===== src/rtl/ddr_req_arbiter.sv =====
// ddr_req_arbiter: shares the single DDR burst command path between the four
// cache-side requesters (ISA fetch, DATA read, JMP_ADDR read, DATA store).
// Fixed priority store > jmp > data > isa, with ISA aging so instruction
// fetch cannot be starved by a steady stream of data traffic. One command is
// outstanding at a time; the winner sees a one-cycle done pulse at the end.
module ddr_req_arbiter #(
    parameter int ADDR_W       = 28,
    parameter int LEN_W        = 10,
    parameter int STARVE_LIMIT = 64
) (
    input  logic                  mem_clk,
    input  logic                  rst,
    input  logic                  ddr_rdy,
    input  logic [3:0]            req,
    input  logic [4*ADDR_W-1:0]   req_addr,
    input  logic [4*LEN_W-1:0]    req_len,
    output logic [3:0]            done,
    output logic [3:0]            grant,
    output logic                  cmd_valid,
    input  logic                  cmd_ready,
    output logic [2:0]            cmd_type,
    output logic [ADDR_W-1:0]     cmd_addr,
    output logic [LEN_W-1:0]      cmd_len,
    input  logic                  cmd_done,
    output logic                  busy
);

    typedef enum logic [1:0] {IDLE, ISSUE, BUSY, DONE} state_t;

    localparam logic [7:0] AGE_LIM = 8'(STARVE_LIMIT);

    state_t              state, state_nxt;
    logic [1:0]          win_idx, win_idx_nxt;
    logic [3:0]          mask, mask_nxt;
    logic [7:0]          age;

    logic [3:0]          elig;
    logic                arb_go;
    logic [1:0]          win_sel;
    logic [3:0]          win_oh;
    logic [ADDR_W-1:0]   win_addr;
    logic [LEN_W-1:0]    win_len;

    logic [3:0]          grant_nxt, done_nxt;
    logic                cmd_valid_nxt;
    logic [2:0]          cmd_type_nxt;
    logic [ADDR_W-1:0]   cmd_addr_nxt;
    logic [LEN_W-1:0]    cmd_len_nxt;

    // Downstream command encoding for each requester index.
    function automatic logic [2:0] type_of(input logic [1:0] idx);
        case (idx)
            2'd0:    type_of = 3'd3;  // R_ISA
            2'd1:    type_of = 3'd4;  // R_DATA
            2'd2:    type_of = 3'd7;  // R_INT_ADDR
            default: type_of = 3'd5;  // W_DATA_STORE
        endcase
    endfunction

    // The just-served requester is masked for one IDLE cycle so it can drop req.
    assign elig    = req & ~mask;
    assign arb_go  = (state == IDLE) && ddr_rdy && (elig != 4'b0000);
    assign win_oh  = 4'b0001 << win_sel;
    assign win_addr = req_addr[int'(win_sel)*ADDR_W +: ADDR_W];
    assign win_len  = req_len[int'(win_sel)*LEN_W +: LEN_W];

    // Winner select: an aged ISA request jumps ahead of everything else.
    always_comb begin
        win_sel = 2'd0;
        if (elig[0] && (age >= AGE_LIM)) win_sel = 2'd0;
        else if (elig[3])                win_sel = 2'd3;
        else if (elig[2])                win_sel = 2'd2;
        else if (elig[1])                win_sel = 2'd1;
        else                             win_sel = 2'd0;
    end

    // State register.
    always_ff @(posedge mem_clk or posedge rst) begin
        if (rst) state <= IDLE;
        else     state <= state_nxt;
    end

    // Next-state logic; a zero-length burst skips the command handshake.
    always_comb begin
        state_nxt = state;
        case (state)
            IDLE:    if (arb_go) state_nxt = (win_len == '0) ? DONE : ISSUE;
            ISSUE:   if (cmd_ready) state_nxt = BUSY;
            BUSY:    if (cmd_done) state_nxt = DONE;
            DONE:    state_nxt = IDLE;
            default: state_nxt = IDLE;
        endcase
    end

    // Output next-values; cmd_done is only honoured in BUSY.
    always_comb begin
        win_idx_nxt   = win_idx;
        mask_nxt      = mask;
        grant_nxt     = grant;
        done_nxt      = 4'b0000;
        cmd_valid_nxt = cmd_valid;
        cmd_type_nxt  = cmd_type;
        cmd_addr_nxt  = cmd_addr;
        cmd_len_nxt   = cmd_len;
        case (state)
            IDLE: begin
                mask_nxt = 4'b0000;
                if (arb_go) begin
                    win_idx_nxt   = win_sel;
                    grant_nxt     = win_oh;
                    cmd_type_nxt  = type_of(win_sel);
                    cmd_addr_nxt  = win_addr;
                    cmd_len_nxt   = win_len;
                    cmd_valid_nxt = (win_len != '0);
                    if (win_len == '0) done_nxt = win_oh;
                end
            end
            ISSUE:   if (cmd_ready) cmd_valid_nxt = 1'b0;
            BUSY:    if (cmd_done) done_nxt = 4'b0001 << win_idx;
            DONE: begin
                grant_nxt = 4'b0000;
                mask_nxt  = 4'b0001 << win_idx;
            end
            default: ;
        endcase
    end

    // Output and winner registers; every output comes straight from a flop.
    always_ff @(posedge mem_clk or posedge rst) begin
        if (rst) begin
            win_idx   <= 2'd0;
            mask      <= 4'b0000;
            grant     <= 4'b0000;
            done      <= 4'b0000;
            cmd_valid <= 1'b0;
            cmd_type  <= 3'd0;
            cmd_addr  <= '0;
            cmd_len   <= '0;
            busy      <= 1'b0;
        end else begin
            win_idx   <= win_idx_nxt;
            mask      <= mask_nxt;
            grant     <= grant_nxt;
            done      <= done_nxt;
            cmd_valid <= cmd_valid_nxt;
            cmd_type  <= cmd_type_nxt;
            cmd_addr  <= cmd_addr_nxt;
            cmd_len   <= cmd_len_nxt;
            busy      <= (state_nxt != IDLE);
        end
    end

    // ISA wait counter: counts cycles ISA is pending but not granted, saturates.
    always_ff @(posedge mem_clk or posedge rst) begin
        if (rst)                      age <= 8'd0;
        else if (!req[0] || grant[0]) age <= 8'd0;
        else if (age != 8'hFF)        age <= age + 8'd1;
    end

endmodule


===== config.mk =====
export PLATFORM = sky130hd
export DESIGN_NAME = ddr_req_arbiter
export DESIGN_NICKNAME = d
export VERILOG_FILES = /design/src/rtl/ddr_req_arbiter.sv
export SDC_FILE = /design/constraint.sdc
export NUM_CORES = 1
export LEC_CHECK = 0
export ABC_CLOCK_PERIOD_IN_PS = 4600
export CAP_MARGIN = 40
export CELL_PAD_IN_SITES_DETAIL_PLACEMENT = 1
export CELL_PAD_IN_SITES_GLOBAL_PLACEMENT = 2
export CORE_MARGIN = 3
export CORE_UTILIZATION = 26
export CTS_CLUSTER_DIAMETER = 100
export DETAILED_ROUTE_END_ITERATION = 10
export DONT_BUFFER_PORTS = 1
export HOLD_SLACK_MARGIN = 0.06
export PLACE_DENSITY = 0.62
export SYNTH_ARGS = -nofsm -noshare
export SYNTH_HDL_FRONTEND = slang
export SYNTH_SLANG_ARGS = --single-unit

===== constraint.sdc =====
create_clock -name mem_clk -period 4.6 [get_ports mem_clk]
set_clock_uncertainty 0.15 [all_clocks]
set_input_delay 0.46 -clock mem_clk [delete_from_list [all_inputs] [get_ports mem_clk]]
set_output_delay 0.46 -clock mem_clk [all_outputs]
set_load 0.05 [all_outputs]

---- Yosys cells after proc, flatten, opt, wreduce, memory -nomap -nowiden ----
Index checks and enable logic that the tools add are counted.
word-level totals
  bits in registers ....................... 67
  input bits .............................. 161
  logic and storage cells ................. 68
operators by class
  add/subtract/negate cells ............... 1
  multipliers ............................. 2
  $lt $le $gt $ge ......................... 1
  equal/unequal tests ..................... 8
  shift operators ......................... 4
  muxes and demuxes ....................... 22
  bitwise logic cells ..................... 2
  reduce and logical (&&, ||, !) cells .... 17
operators by type and width
  operator                                                                count
  112-bit by 8-bit variable part select with 28-bit output                1
  40-bit by 7-bit variable part select with 10-bit output                 1
  4-bit case mux with 2 select lines                                      3
  4-bit two-way mux                                                       4
  8-bit two-way mux                                                       2
  2-bit two-way mux                                                       7
  10-bit logical NOT                                                      1
  2-bit by 3-bit multiplier with 5-bit output (second input constant)     2
  10-bit nonzero test                                                     1
  3-bit case mux with 3 select lines                                      1
  8-bit by 1-bit adder with 8-bit output (second input constant)          1
  8-bit by 7-bit >= comparator with 1-bit output (second input constant)  1
  8-bit != test (second input constant)                                   1
  2-bit case mux with 4 select lines                                      1
  2-bit nonzero test                                                      4
  1-bit by 2-bit left shift with 4-bit output (first input constant)      2
  2-bit == test (second input constant)                                   3
  4-bit AND                                                               1
  2-bit by 1-bit == test with 1-bit output (second input constant)        2
  2-bit logical NOT                                                       2
  2-bit != test (second input constant)                                   2
  4-bit inverter                                                          1
  2-bit AND reduction                                                     2
  4-bit nonzero test                                                      1
  other kinds (6)                                                         10

---- Depth between registers and ports, before layout ----
Gate-level depths: netlist of the first run.
  depth in word-level cells ............... 13
  mapped depth ............................ 9
  depth with buffers taken out ............ 7

---- Worst setup path after synthesis of the first run ----
OpenSTA, ideal clock, no wires.
  kind .................................... input to register
  start ................................... in req[2]
  end ..................................... reg state[1]
  setup time .............................. 0.077 ns
  arrival time ............................ 2.217 ns
  required time ........................... 4.373 ns
  setup slack ............................. 2.155 ns
  cell stages on the path ................. 7
  buffers on the path ..................... 0
  path through ............................ and2b_2 -> nor2_2 -> mux2_2 -> a221oi_2 -> nand4_1 -> or4_4 -> a21oi_1
between the ends
  cells in the longest elaborated chain, start to end .. 10
  elaborated cells on any way between the ends .. 12
ends and longest elaborated chain
  item                                                     line  source
  from (decl)                                              14    input logic [3:0] req,
  4-bit AND (*)                                            61    assign elig = req & ~mask;
  2-bit two-way mux                                        72    else if (elig[2]) win_sel = 2'd2;
  2-bit two-way mux                                        71    else if (elig[3]) win_sel = 2'd3;
  2-bit two-way mux                                        70    if (elig[0] && (age >= AGE_LIM)) win_sel = 2'd0;
  2-bit by 3-bit multiplier with 5-bit output              65    assign win_len = req_len[int'(win_sel)*LEN_W +: LEN_W];
  40-bit by 7-bit variable part select with 10-bit output  65
  10-bit logical NOT                                       87    IDLE: if (arb_go) state_nxt = (win_len == '0) ? DONE : ISSUE;
  2-bit two-way mux                                        87
  2-bit two-way mux (*)                                    87
  2-bit case mux with 4 select lines (*)                   86    case (state)
  via state_nxt[1]                                         32    state_t state, state_nxt;
  to (signal assigned)                                     80    else state <= state_nxt;
  to (decl)                                                32
The timed path passes the listed nets; every way through them passes the cells marked *.
A chain may end at the register's enable or synchronous reset.

---- Final worst setup path of the first run ----
  start ................................... reg mask[2]
  end ..................................... reg done[1]
between the ends
  cells in the longest elaborated chain, start to end .. 11
  elaborated cells on any way between the ends .. 14
ends and longest elaborated chain
  item                                                     line  source
  from (decl)                                              34    logic [3:0] mask, mask_nxt;
  from (signal assigned)                                   142   mask <= mask_nxt;
  4-bit inverter (*)                                       61
  4-bit AND (*)                                            61
  2-bit two-way mux                                        72
  2-bit two-way mux                                        71
  2-bit two-way mux                                        70
  2-bit by 3-bit multiplier with 5-bit output              65
  40-bit by 7-bit variable part select with 10-bit output  65
  10-bit logical NOT                                       115   if (win_len == '0) done_nxt = win_oh;
  4-bit two-way mux                                        115
  4-bit two-way mux (*)                                    108   if (arb_go) begin
  4-bit case mux with 2 select lines (*)                   105   case (state)
  via done_nxt[1]                                          44    logic [3:0] grant_nxt, done_nxt;
  to (signal assigned)                                     144   done <= done_nxt;
  to (decl)                                                17    output logic [3:0] done,
Marked as above.

==> metrics.yaml, run 1 <==
vias: 3239
synthDistinctLibCells: 52
cp-end-kind: "flip-flop"
max_cap_viol_count: 0
antenna_found_initial: 0
htreeDepth: 3
synth_compound_area_frac: 0.234
drc: 0
fin_hold_ws_ns: 0.128
pre_cts_slack_ns: 1.47
synth_top_family_by_area: "compound AO/OA/AOI/OAI gates"
synth_cells: 405
synthFlopType: "dfrtp_1"
cp_slowest_stage_delay_ns: 0.71
fp.dieH_microns: 126
crit_path_start_kind: "flip-flop"
hpwl_mm: 10.1
finalCritPeriodShare: 0.685
setup_tns_ns: 0
final_core_util: 0.308
areaGrowthSynthToFinish_pct: 15.1
synthMuxAreaShare: 0.0608
path_delay_family: "compound AO/OA/AOI/OAI gates"
crit_path_cell_trace: "nand2b_1 -> a21oi_4 -> nor2_2 -> a221oi_1 -> nand4_1 -> nor4_1 -> a32o_1"
arrival_ns: 3.27
synth_fa_ha_area_frac: 0.0167
grt_max_degree: 36
peakVddDrop_mv: 0.205
cts_max_path_buffers: 2
postCtsResizedCells: 0
grt_pass1_wl_mm: 20.7
async_flop_share: 1.00
clock_latency_ns: 0.33
nNetsFinal: 565
placed_cells: 567
synth-edff-count: 0
timing.final.ws_setup_ns: 1.45
critPathBufInv: 0
fin_crit_ns: 3.15
drive_gt1_frac: 0.117
core_area_sq_um: 14000
grt_pass1_vias: 3473
overflow: 0
crit_fanout: 18
antenna_cells: 0
yosys_warnings: 0
rows: 43
finalPower_mw: 3.31
wl_mm: 13.5
placed_area_sq_um: 3980
powerDensity_nw_per_um2: 769
seq_area_frac_synth: 0.448
ant_nets: 0
hold_viol: 0
rsz0062_at_grt: "no"
portBuffers: 0
track_usage: 0.169
start_util: 0.268
worstMarginPinSlew_ns: 0.848
viasPerCell: 5.56
max-slew-margin-rel: 0.434
hold_class: "in -> reg"
cts_tree: "done"
status: "finished, final reports clean"
dieWidth_microns: 126
netlist_area_sq_um: 3740
setup_viol: 0
drtIter0Drc: 217
synth-xor-area-share: 0.00468
path_clk_slew_ns: 0.06
criticalPathCategory: "reg -> reg"
ios: 212
synth-seq-cells: 67
cp.required_ns: 4.72
syn_nets: 571
postSynthAreaPerCell_sq_um: 9.24
slowest_stage: "a21oi_4"
fmax_mhz: 317
root_buffer: "clkbuf_16"
fp.dieArea_sq_um: 15900
total_leakage_power_nw: 1.71
fin_cells: 583
wl_per_cell_microns: 23.2
drv_slew: 0
dr.pass1.iters: 7
synth-simple-area-share: 0.194
cts_sinks: 67
gp_congestion: 0.758
numCtsBuffers: 9
fin_area_sq_um: 4310
-- flip-flops by register name (all words and copies together), names as in the netlist, 2 cells and up --
register,cells
cmd_addr,28
cmd_len,10
age,8
done,4
grant,4
mask,4
cmd_type,3
state,2
win_idx,2
-- report_power, final --
| part | internal (mW) | leakage, nW | switching (mW) |
|---|---|---|---|
| combinational | 0.325 | 0.737 | 0.489 |
| sequential | 0.816 | 0.814 | 0.934 |
| clock | 0.484 | 0.154 | 0.264 |
| total | 1.63 | 1.71 | 1.69 |
-- repair_timing --
action	CTS	global route
setup buffers	0	0
endpoints found under the hold margin	33	0
hold buffers	1	0
-- cells by family after synthesis --
family	count (synthesis)
AO/OA/AOI/OAI	118
flip-flops	67
adder cells (fa/ha/maj)	5
buffers and inverters	33
XOR/XNOR	2
multiplexers	22
AND/OR/NAND/NOR	158
-- synth_stat cells (all sizes together), types with 2 or more instances --
cell type   n  area (sq um)
a222oi     18           180
a22o        6          52.6
a32o        2          20.0
buf         7          57.6
o21ai      38           190
nand2      56           210
nand3       9          45.0
nand4       4          25.0
mux2        3          37.5
nor3b       2          15.0
ha          5          62.6
o31ai       3          22.5
nor3        5          35.0
nor2b       2          20.0
a21oi       4          31.3
and2        3          18.8
a31oi      15          93.8
clkbuf     22          82.6
nand2b      7          46.3
a31o        2          17.5
nor4        2          12.5
mux2i      19           190
nor2       60           240
a2bb2oi     2          17.5
inv         4          15.0
o21a        2          15.0
dfrtp      67          1680
a221oi     19           173
o22ai       2          12.5
and3        4          25.0
-- per-layer routing --
| layer | global-route usage | wire length (microns) | vias up |
|---|---|---|---|
| li1 | - | - | 1491 |
| met1 | 0.203 | 5460 | 1572 |
| met2 | 0.289 | 6750 | 160 |
| met3 | 0.0479 | 1050 | 16 |
| met4 | 0.0631 | 265 | 0 |
| met5 | 0 | 0 | - |
-- layout by cell type, fill, tap and decap left out, types with 4 or more instances in the layout --
cell type | Yosys | final
dfrtp_1 | 67 | 67
nand2_1 | 56 | 56
nor2_1 | 56 | 56
o21ai_0 | 37 | 37
mux2i_1 | 19 | 19
a222oi_1 | 18 | 18
a221oi_1 | 18 | 18
a31oi_1 | 15 | 14
nand3_1 | 9 | 9
clkbuf_16 | 0 | 9
buf_4 | 0 | 8
nand2b_1 | 6 | 6
a22o_1 | 6 | 6
ha_1 | 5 | 5
and3_1 | 4 | 4
nand4_1 | 4 | 4
-- cell type report --
type,count,area [sq um]
clock buffer,10,239
clock inverter,5,77.6
fill,1636,9680
inverter,4,15.0
multi-input combinational,305,1940
sequential,67,1680
tap,180,225
timing repair buffer,12,133
-- worst reg2reg max path: cells and delay by family (launching register included) --
kind | cells | cell delay, ns
compound gates | 3 | 1.39
simple gates | 4 | 1.16
flops | 1 | 0.40
-- worst paths after layout --
| kind | startpoint | to | slack, ns | depth (start not counted) |
|---|---|---|---|---|
| min reg2reg | mask[0] | mask[0] | 0.33 | 2 |
| max reg2reg | mask[2] | done[1] | 1.45 | 7 |
| max in group asynchronous | rst | mask[2] | 2.73 | 3 |
| min | req_addr[35] | cmd_addr[7] | 0.13 | 2 |
| max | mask[2] | done[1] | 1.45 | 7 |
| min in group asynchronous | rst | cmd_addr[8] | 0.58 | 2 |
No activity file was read; power rests on OpenSTA's default activity.
==> run 2, diff against run 1 <==
ABC_CLOCK_PERIOD_IN_PS = 2500   (was 4600)
PLACE_DENSITY = 0.65   (was 0.62)
clock period = 2.5 ns   (was 4.6 ns; I/O delays follow)
==> run 2 against run 1 <==
  * The run now ends with negative setup slack left
  * Clock power up 70%
  * Global-route usage rose by 0.87 points
  * Die area unchanged
  * Register-to-register slack lost 1.5 ns
  * Fmax grew 23%
  * Worst hold slack lost 0.072 ns
  * Flip-flop and latch count unchanged
  * Setup slack got worse by 1.5 ns
  * Cell count rose by 18%
  * Count of clock-buffer cells in the layout increased by 3
  * Largest power group unchanged
==> metrics.yaml, run 2 (synthesized netlist as in run 1, its figures left out) <==
crit_path_start_kind: "flip-flop"  # unchanged
setup_tns_ns: -0.298  # was 0 ns
worstReg2RegEnd: "state[1]"  # was done[1]
drtIter0Drc: 216  # was 217
arrival_ns: 2.69  # was 3.27 ns
r2r_start: "mask[2]"  # unchanged
total_leakage_power_nw: 2.19  # was 1.71 nW
path_clk_slew_ns: 0.06  # about the same
fmax_mhz: 390  # was 317 MHz
timing.final.ws_setup_ns: -0.0672  # was 1.45 ns
hold_viol: 0  # unchanged
largest_reg_flops: 28  # unchanged
vias: 3695  # was 3239
antenna_cells: 0  # unchanged
critPathBufInv: 0  # unchanged
ios: 212  # unchanged
hold_class: "in -> reg"  # unchanged
grt_pass1_vias: 4089  # was 3473
root_buffer: "clkbuf_16"  # unchanged
rr_worst_depth: 7  # unchanged
startpoint: "mask[2]"  # unchanged
slowest_stage: "or4_4"  # was a21oi_4
viasPerCell: 5.38  # was 5.56
fp.dieH_microns: 126  # unchanged
grt_max_degree: 49  # was 36
peakVddDrop_mv: 0.312  # was 0.205 mV
largest-register: "cmd_addr"  # unchanged
dieWidth_microns: 126  # unchanged
finalPower_mw: 6.28  # was 3.31 mW
clock_latency_ns: 0.34  # was 0.33 ns
cp.required_ns: 2.62  # was 4.72 ns
drv_slew: 0  # unchanged
top_regs: "cmd_addr: 28 flops, cmd_len: 10 flops, age: 8 flops"  # unchanged
violations: "negative setup slack"
cp.depth: 7  # unchanged
max_cap_viol_count: 0  # unchanged
layout_common_cells: "73 x dlygate4sd3_1, 67 x dfrtp_1, 56 x nand2_1"  # was 67 x dfrtp_1, 56 x nand2_1, 56 x nor2_1
max-slew-margin-rel: 0.623  # was 0.434
antenna_found_initial: 0  # unchanged
ant_nets: 0  # unchanged
crit_path_cell_trace: "and2b_2 -> nor2_4 -> mux2_2 -> a221oi_4 -> nand4_1 -> or4_4 -> a21oi_2"  # was nand2b_1 -> a21oi_4 -> nor2_2 -> a221oi_1 -> nand4_1 -> nor4_1 -> a32o_1
htreeDepth: 3  # unchanged
path_delay_family: "simple AND/OR/NAND/NOR gates"  # was compound AO/OA/AOI/OAI gates
powerDensity_nw_per_um2: 1170  # was 769 nW/um^2
dr.pass1.iters: 7  # unchanged
finalCritPeriodShare: 1.03  # was 0.685
track_usage: 0.178  # was 0.169
worstMarginPinSlew_ns: 0.560  # was 0.848 ns
nNetsFinal: 669  # was 565
r2r_slack_ns: -0.07  # was 1.45 ns
numCtsBuffers: 9  # unchanged
cp_slowest_stage_delay_ns: 0.51  # was 0.71 ns
crit_end: "state[1]"  # was done[1]
status: "finished with violations"  # was finished, final reports clean
cts_sinks: 67  # unchanged
cts_tree: "done"  # unchanged
crit_fanout: 4  # was 18
areaGrowthSynthToFinish_pct: 43.5  # was 15.1%
cp-end-kind: "flip-flop"  # unchanged
cts_max_path_buffers: 2  # unchanged
start_util: 0.268  # unchanged
criticalPathCategory: "reg -> reg"  # unchanged
core_area_sq_um: 14000  # unchanged
portBuffers: 0  # unchanged
layout_commonest_cell: "dlygate4sd3_1"  # was dfrtp_1
rsz0062_at_grt: "yes"  # was no
wl_mm: 14.3  # was 13.5 mm
hpwl_mm: 9.97  # was 10.1 mm
grt_pass1_wl_mm: 22.2  # was 20.7 mm
fin_crit_ns: 2.57  # was 3.15 ns
setup_viol: 6  # was 0
gp_congestion: 0.821  # was 0.758
rows: 43  # unchanged
wl_per_cell_microns: 20.9  # was 23.2 microns
overflow: 0  # unchanged
drive_gt1_frac: 0.172  # was 0.117
drc: 0  # unchanged
fp.dieArea_sq_um: 15900  # unchanged
-- run 2: cell count changes in the layout (fill, tap and decap cells not counted), sizes merged --
cell,change
buf,+32
bufinv,-1
clkbuf,+3
clkinv,-1
clkinvlp,-1
dlygate4sd3,+72
-- run 2: repair_timing --
action                                 4_1_cts  5_1_grt
endpoints found under the hold margin       57        0
buffers inserted                            12        4
hold buffers                                74        0
pin swaps                                   19        5
gates resized for setup                     16        5
setup endpoints to repair                    6       17
-- run 2: how the worst min path moves through the flow --
stage / endpoint / cells past startpoint / start
detailed placement: cmd_addr[7] / 1 / rst
floorplan: cmd_addr[0] / 2 / req_addr[28]
finish: cmd_addr[14] / 2 / req_addr[98]
global placement: cmd_addr[7] / 1 / rst
global route: cmd_addr[14] / 2 / req_addr[98]
CTS: cmd_addr[14] / 2 / req_addr[98]
-- run 2: power by group --
group          leakage [nW]  internal (mW)  switching [mW]
clock network         0.146          0.820           0.454
logic                  1.23          0.805           0.971
registers             0.814           1.50            1.73
total                  2.19           3.13            3.16
-- run 2: final cells by class --
| cell class | instances | area (sq um) |
|---|---|---|
| fill | 1607 | 8620 |
| multi-input combinational | 305 | 2050 |
| inverter | 4 | 15.0 |
| clock buffer | 13 | 260 |
| tap | 180 | 225 |
| sequential | 67 | 1680 |
| clock inverter | 2 | 35.0 |
| timing repair buffer | 116 | 1100 |
-- run 2: worst reg2reg max path: cells and delay by family, from the launching register on --
kind               cells  cell delay, ns
AOI/OAI and AO/OA      2            0.44
and+or+nand+nor        4            1.16
DFF                    1            0.35
muxes                  1            0.38
-- run 2: per-stage QoR --
step,hold WS (ns),instances,instance area (sq um),utilization,setup WS [ns]
final,0.0559,687,5370,0.384,-0.0672
after global routing,0.0708,687,5370,0.384,-0.212
after CTS,0.0615,684,5310,0.380,-0.0171
after detailed placement,0.0289,584,4110,0.294,-0.101
after global placement,0.0253,584,4110,0.294,-0.0546
after floorplan,0.251,405,3740,-,0.154
-- run 2: metal layers --
layer,wire [microns],GRT usage,up-vias
met5,0,0,-
met4,432,0.0820,0
met3,903,0.0466,32
met2,7200,0.308,159
met1,5790,0.205,1798
li1,-,-,1706
